File: config.mk
export PLATFORM = sky130hd
export DESIGN_NAME = alu_uart_sequencer
export DESIGN_NICKNAME = d
export VERILOG_FILES = /design/src/rtl/alu_pkg.sv /design/src/rtl/alu_uart_sequencer.sv
export SDC_FILE = /design/constraint.sdc
export NUM_CORES = 1
export LEC_CHECK = 0
export ABC_AREA = 1
export BUFFER_PORTS_ARGS = -buffer_cell sky130_fd_sc_hd__buf_4
export CORE_MARGIN = 10
export CORE_UTILIZATION = 48
export CTS_CLUSTER_SIZE = 14
export DETAILED_ROUTE_END_ITERATION = 16
export PLACE_DENSITY = 0.77
export SLEW_MARGIN = 10
export SYNTH_ARGS = -nofsm -noshare
export SYNTH_HDL_FRONTEND = slang
export SYNTH_SLANG_ARGS = --single-unit
File: constraint.sdc
create_clock -name i_clock -period 1.3 [get_ports i_clock]
set_input_delay 0.065 -clock i_clock [delete_from_list [all_inputs] [get_ports i_clock]]
set_output_delay 0.065 -clock i_clock [all_outputs]
set_load 0.005 [all_outputs]
File: src/rtl/alu_pkg.sv
// Shared definitions for the ALU / UART sequencer: FSM state encodings,
// EXEC stage length and the op-codes understood by the companion ALU.
package alu_pkg;

  typedef enum logic [2:0] {
    IDLE     = 3'd0,
    GET_B    = 3'd1,
    GET_OP   = 3'd2,
    EXEC     = 3'd3,
    SEND_RES = 3'd4,
    WAIT_RES = 3'd5,
    SEND_FLG = 3'd6,
    WAIT_FLG = 3'd7
  } state_t;

  // One cycle for the ALU to register its result, one cycle of margin.
  localparam int unsigned EXEC_CYCLES = 32'd2;
  localparam int unsigned EXEC_CNT_W  = 32'd2;

  // ALU op-codes (forwarded unchecked by the sequencer).
  localparam logic [7:0] OP_SRL = 8'h02;
  localparam logic [7:0] OP_SRA = 8'h03;
  localparam logic [7:0] OP_ADD = 8'h20;
  localparam logic [7:0] OP_SUB = 8'h22;
  localparam logic [7:0] OP_AND = 8'h24;
  localparam logic [7:0] OP_OR  = 8'h25;
  localparam logic [7:0] OP_XOR = 8'h26;
  localparam logic [7:0] OP_NOR = 8'h27;

endpackage

File: src/rtl/alu_uart_sequencer.sv
// Collects operand A, operand B and an op-code from a UART receiver, gives
// the ALU time to compute, then sends the result byte followed by a flags
// byte {6'b0, overflow, zero} through a UART transmitter.
module alu_uart_sequencer
  import alu_pkg::*;
#(
  parameter int unsigned N    = 8,
  parameter int unsigned NSel = 6
) (
  input  logic            i_clock,
  input  logic            i_reset,
  input  logic [7:0]      i_rx_data,
  input  logic            i_rx_done,
  input  logic            i_tx_done,
  input  logic [N-1:0]    i_alu_result,
  input  logic            i_alu_overflow,
  input  logic            i_alu_zero,
  output logic [N-1:0]    o_alu_A,
  output logic [N-1:0]    o_alu_B,
  output logic [NSel-1:0] o_alu_Op,
  output logic [7:0]      o_tx_data,
  output logic            o_tx_start,
  output logic            o_busy
);

  state_t                  state_r;
  state_t                  state_next_s;
  logic [EXEC_CNT_W-1:0]   exec_cnt_r;
  logic                    exec_last_s;
  logic [N-1:0]            alu_a_r;
  logic [N-1:0]            alu_b_r;
  logic [NSel-1:0]         alu_op_r;
  logic [7:0]              tx_data_r;
  logic                    tx_start_r;
  logic                    busy_r;
  logic                    ovf_r;
  logic                    zero_r;
  logic                    unused_rx_bits_s;

  // Upper rx bits beyond N / NSel are intentionally discarded.
  assign unused_rx_bits_s = ^i_rx_data;

  assign exec_last_s = (exec_cnt_r == EXEC_CNT_W'(EXEC_CYCLES - 32'd1));

  // Next-state logic: receive three bytes, wait in EXEC, send two bytes.
  always_comb begin
    state_next_s = state_r;
    case (state_r)
      IDLE: begin
        if (i_rx_done) state_next_s = GET_B;
        else           state_next_s = IDLE;
      end
      GET_B: begin
        if (i_rx_done) state_next_s = GET_OP;
        else           state_next_s = GET_B;
      end
      GET_OP: begin
        if (i_rx_done) state_next_s = EXEC;
        else           state_next_s = GET_OP;
      end
      EXEC: begin
        if (exec_last_s) state_next_s = SEND_RES;
        else             state_next_s = EXEC;
      end
      SEND_RES: state_next_s = WAIT_RES;
      WAIT_RES: begin
        if (i_tx_done) state_next_s = SEND_FLG;
        else           state_next_s = WAIT_RES;
      end
      SEND_FLG: state_next_s = WAIT_FLG;
      WAIT_FLG: begin
        if (i_tx_done) state_next_s = IDLE;
        else           state_next_s = WAIT_FLG;
      end
      default: state_next_s = IDLE;
    endcase
  end

  // State register; reset aborts any transaction immediately.
  always_ff @(posedge i_clock) begin
    if (i_reset) state_r <= IDLE;
    else         state_r <= state_next_s;
  end

  // Datapath: operand/op capture, exec counter, tx byte and start pulse.
  always_ff @(posedge i_clock) begin
    if (i_reset) begin
      alu_a_r    <= '0;
      alu_b_r    <= '0;
      alu_op_r   <= '0;
      tx_data_r  <= 8'h00;
      tx_start_r <= 1'b0;
      busy_r     <= 1'b0;
      exec_cnt_r <= '0;
      ovf_r      <= 1'b0;
      zero_r     <= 1'b0;
    end else begin
      tx_start_r <= 1'b0;
      busy_r     <= (state_next_s != IDLE);
      case (state_r)
        IDLE: begin
          if (i_rx_done) alu_a_r <= i_rx_data[N-1:0];
        end
        GET_B: begin
          if (i_rx_done) alu_b_r <= i_rx_data[N-1:0];
        end
        GET_OP: begin
          if (i_rx_done) begin
            alu_op_r   <= i_rx_data[NSel-1:0];
            exec_cnt_r <= '0;
          end
        end
        EXEC: begin
          if (!exec_last_s) exec_cnt_r <= exec_cnt_r + EXEC_CNT_W'(1);
        end
        SEND_RES: begin
          tx_data_r  <= 8'(i_alu_result);
          tx_start_r <= 1'b1;
          ovf_r      <= i_alu_overflow;
          zero_r     <= i_alu_zero;
        end
        SEND_FLG: begin
          tx_data_r  <= {6'b000000, ovf_r, zero_r};
          tx_start_r <= 1'b1;
        end
        default: begin
        end
      endcase
    end
  end

  assign o_alu_A    = alu_a_r;
  assign o_alu_B    = alu_b_r;
  assign o_alu_Op   = alu_op_r;
  assign o_tx_data  = tx_data_r;
  assign o_tx_start = tx_start_r;
  assign o_busy     = busy_r;

endmodule

==> run_results.csv <==
group,metric,value,unit
placement,port_buffers,53,
floorplan,die_h,77.02,µm
clock_network,clock_path_buffers,2,
setup_path,cp_max_fo,10,
cells_and_area,final_cell_mix,"buf_4, nand2_1, dfxtp_1",
cells_and_area,diodes,0,
timing,fin_skew,5.992,ps
timing,slew_headroom,84.29,%
floorplan,coreArea,3078,µm²
routing,routedWlPerCell,12.60,µm
setup_path,r2r-start,"state_r[0]$_SDFF_PP0_",
global_route,antenna_found_initial,0,
synth,syn_area_per_cell,7.537,µm²
routing,vias,1499,
routing,drtIter0Drc,98,
setup_path,worstSetupPathType,"flip-flop to flip-flop",
synth,synth_cells,207,
global_route,first_global_vias,1468,
placement,dp.final_hpwl,2808,µm
routing,drtPass1Iterations,5,
timing,drv_slew,0,
outcome,violations,"hold timing",
synth,seq_area_frac_synth,50.04,%
setup_path,timing.rr.end,"o_busy$_SDFF_PP0_",
global_route,grt_overflow,0,
timing,hold_violations,2,
synth,ys.warnings.count,0,
timing,tightest_slew,233.9,ps
timing,fin_ws,114.9,ps
synth,netlist_area,1560,µm²
power,power.leakage,0.001005,µW
synth,synth_fp_nets,230,
routing,ant_nets,0,
run,drv_cap,0,
timing,holdWs,-3.106,ps
setup_path,arrival,1480,ps
floorplan,pin_count,54,
routing,wl_met2,2012,µm
clock_network,cts.sinks,39,
cells_and_area,design_area,2191,µm²
setup_path,cp-end-kind,"flip-flop",
global_route,grt_usage,13.50,%
placement,dpl.cell_count,301,
setup_path,r2r_slack,110,ps
floorplan,initial_core_util,50.69,%
timing,fin_crit,1185,ps
cells_and_area,layout.nets,300,
routing,routed_via_density,4.670,
routing,wl_met3,337,µm
power,vdd_ir_drop_max,0.6097,mV
timing,setup_violations,0,
hold_path,whs_path_depth,3,
placement,place_area,1984,µm²
routing,drc_errors,0,
clock_network,clockRootBuffer,"clkbuf_4",
synth,synth_seq_cells,39,
floorplan,rows,20,
synth,synth.area.top_cells,"dfxtp_1, nand2_1, nor2_1",
clock_network,clkLatencyLatePin,340,ps
clock_network,h-tree-depth,2,
floorplan,die_width,77.02,µm
cells_and_area,layout_commonest_cell,"buf_4",
clock_network,cts_setup_buffers,0,
synth,yosys.area.top_type_share,50.04,%
outcome,run_status,"finished with violations",
synth,yosysTopAreaCell,"dfxtp_1",
global_route,grt_max_degree,29,
routing,wl,4044,µm
power,powerDensity,1089,nW/µm²
cells_and_area,drive_gt1_share,28.88,%
timing,min_period_over_period,91.16,%
setup_path,crit_start,"state_r[0]$_SDFF_PP0_",
clock_network,numCtsBuffers,5,
setup_path,critical_path.startpoint_type,"flip-flop",
cells_and_area,fillCellCount,266,
routing,routed.top_layer,"met4",
cells_and_area,final_cells,321,
setup_path,rr_worst_depth,8,
setup_path,crit_end,"o_busy$_SDFF_PP0_",
global_route,grt_pass1_wl,6686,µm
cells_and_area,syn2layout_area_growth,40.42,%
floorplan,dieArea,5931,µm²
setup_path,critPathRequiredTime,1600,ps
clock_network,clk_pin_slew_worst_paths,110,ps
hold_path,hp-class,"input port to flip-flop",
clock_network,cts_tree,"built",
synth,yosysUniqueCellTypes,20,
placement,place_ws,4.446,ps
timing,fmax,0.8438,GHz
placement,place_congestion,0.8027,
routing,wl_met1,1653,µm
## registers in the layout, indices dropped and copies added (netlist names)
register and count:
o_alu_A 8, o_alu_B 8, o_tx_data 8, o_alu_Op 6
state_r 3, exec_cnt_r 2, o_busy 1, o_tx_start 1
ovf_r 1, zero_r 1
## Yosys cell counts
cell / number
inv_2: 2
buf_4: 3
ha_1: 1
o21ai_0: 23
clkinv_2: 1
a21oi_1: 22
nor2_4: 2
nand2_1: 37
a211oi_1: 1
nor2_1: 31
inv_1: 28
clkbuf_1: 2
buf_6: 2
nor3_1: 1
nand3_1: 6
clkbuf_8: 1
nand3_2: 2
o21ai_1: 1
nor2_2: 2
dfxtp_1: 39
## repair_timing
item                                   in CTS  in global routing
setup endpoints to repair                   2                 26
cloned                                      0                  1
hold buffers                               12                  0
resized for setup                           1                  7
pin swaps                                   0                  1
endpoints found under the hold margin      16                  0
## logic make-up (layout without fill, tap and decap cells)
| group | count (synthesis) | in the layout | synth area share [%] |
|---|---|---|---|
| flip-flops | 39 | 39 | 50.04 |
| buffers and inverters | 39 | 108 | 11.79 |
| adder cells (fa/ha/maj) | 1 | 1 | 0.8018 |
| AO/OA/AOI/OAI | 47 | 47 | 15.24 |
| AND/OR/NAND/NOR | 81 | 82 | 22.13 |
## worst min path at each step
stage	start	to	slack [ps]
after floorplan	i_reset	exec_cnt_r[0]$_SDFFE_PP0P_	140
after global placement	i_alu_zero	zero_r$_SDFFE_PP0P_	290
after detailed placement	i_alu_zero	zero_r$_SDFFE_PP0P_	290
after CTS	i_rx_data[3]	o_alu_B[3]$_SDFFE_PP0P_	2
after global routing	i_rx_data[1]	o_alu_B[1]$_SDFFE_PP0P_	20
final	i_rx_data[3]	o_alu_B[3]$_SDFFE_PP0P_	-3
## routing by layer
| layer | vias up | track usage [%] |
|---|---|---|
| li1 | 785 | - |
| met1 | 663 | 14.85 |
| met2 | 47 | 22.43 |
| met3 | 4 | 6.760 |
| met4 | 0 | 3.832 |
| met5 | - | 0 |
## layout make-up
class,instances,area (µm²),share of cell area (%)
Clock inverter,1,5.005,0.2284
Timing Repair Buffer,70,555.5,25.36
Clock buffer,6,51.30,2.342
Multi-Input combinational cell,130,621.8,28.38
Sequential cell,39,784.5,35.81
Tap cell,44,55.05,2.513
Inverter,31,117.6,5.368
## per-stage QoR
stage / hold WS (ps) / power, µW / util, % / setup TNS, ps
detailed placement: 294.8 / 1736 / 64.47 / 0
global placement: 289.2 / 1729 / 64.47 / 0
floorplan: 143.5 / 1533 / - / 0
finish: -3.106 / 2385 / 71.18 / 0
global route: 18.70 / 2508 / 71.18 / -4.063
CTS: 1.706 / 2385 / 70.45 / 0
## power breakdown
part / switching, µW / leakage (µW) / internal [µW]
clock network: 382 / 0.0000341 / 251
registers: 49.1 / 0.000319 / 1280
logic: 208 / 0.000652 / 219
total: 639 / 0.00101 / 1750
## worst max-delay path, stage by stage, from the launching register on
cell and delay [ps]:
dfxtp_2 400, inv_1 60, nor2_2 190, nand3_4 160
nand2_1 110, inv_1 50, nand3_1 60, nand2_1 50
nand2_1 50
Note: power is estimated with default switching activity, not from simulation.
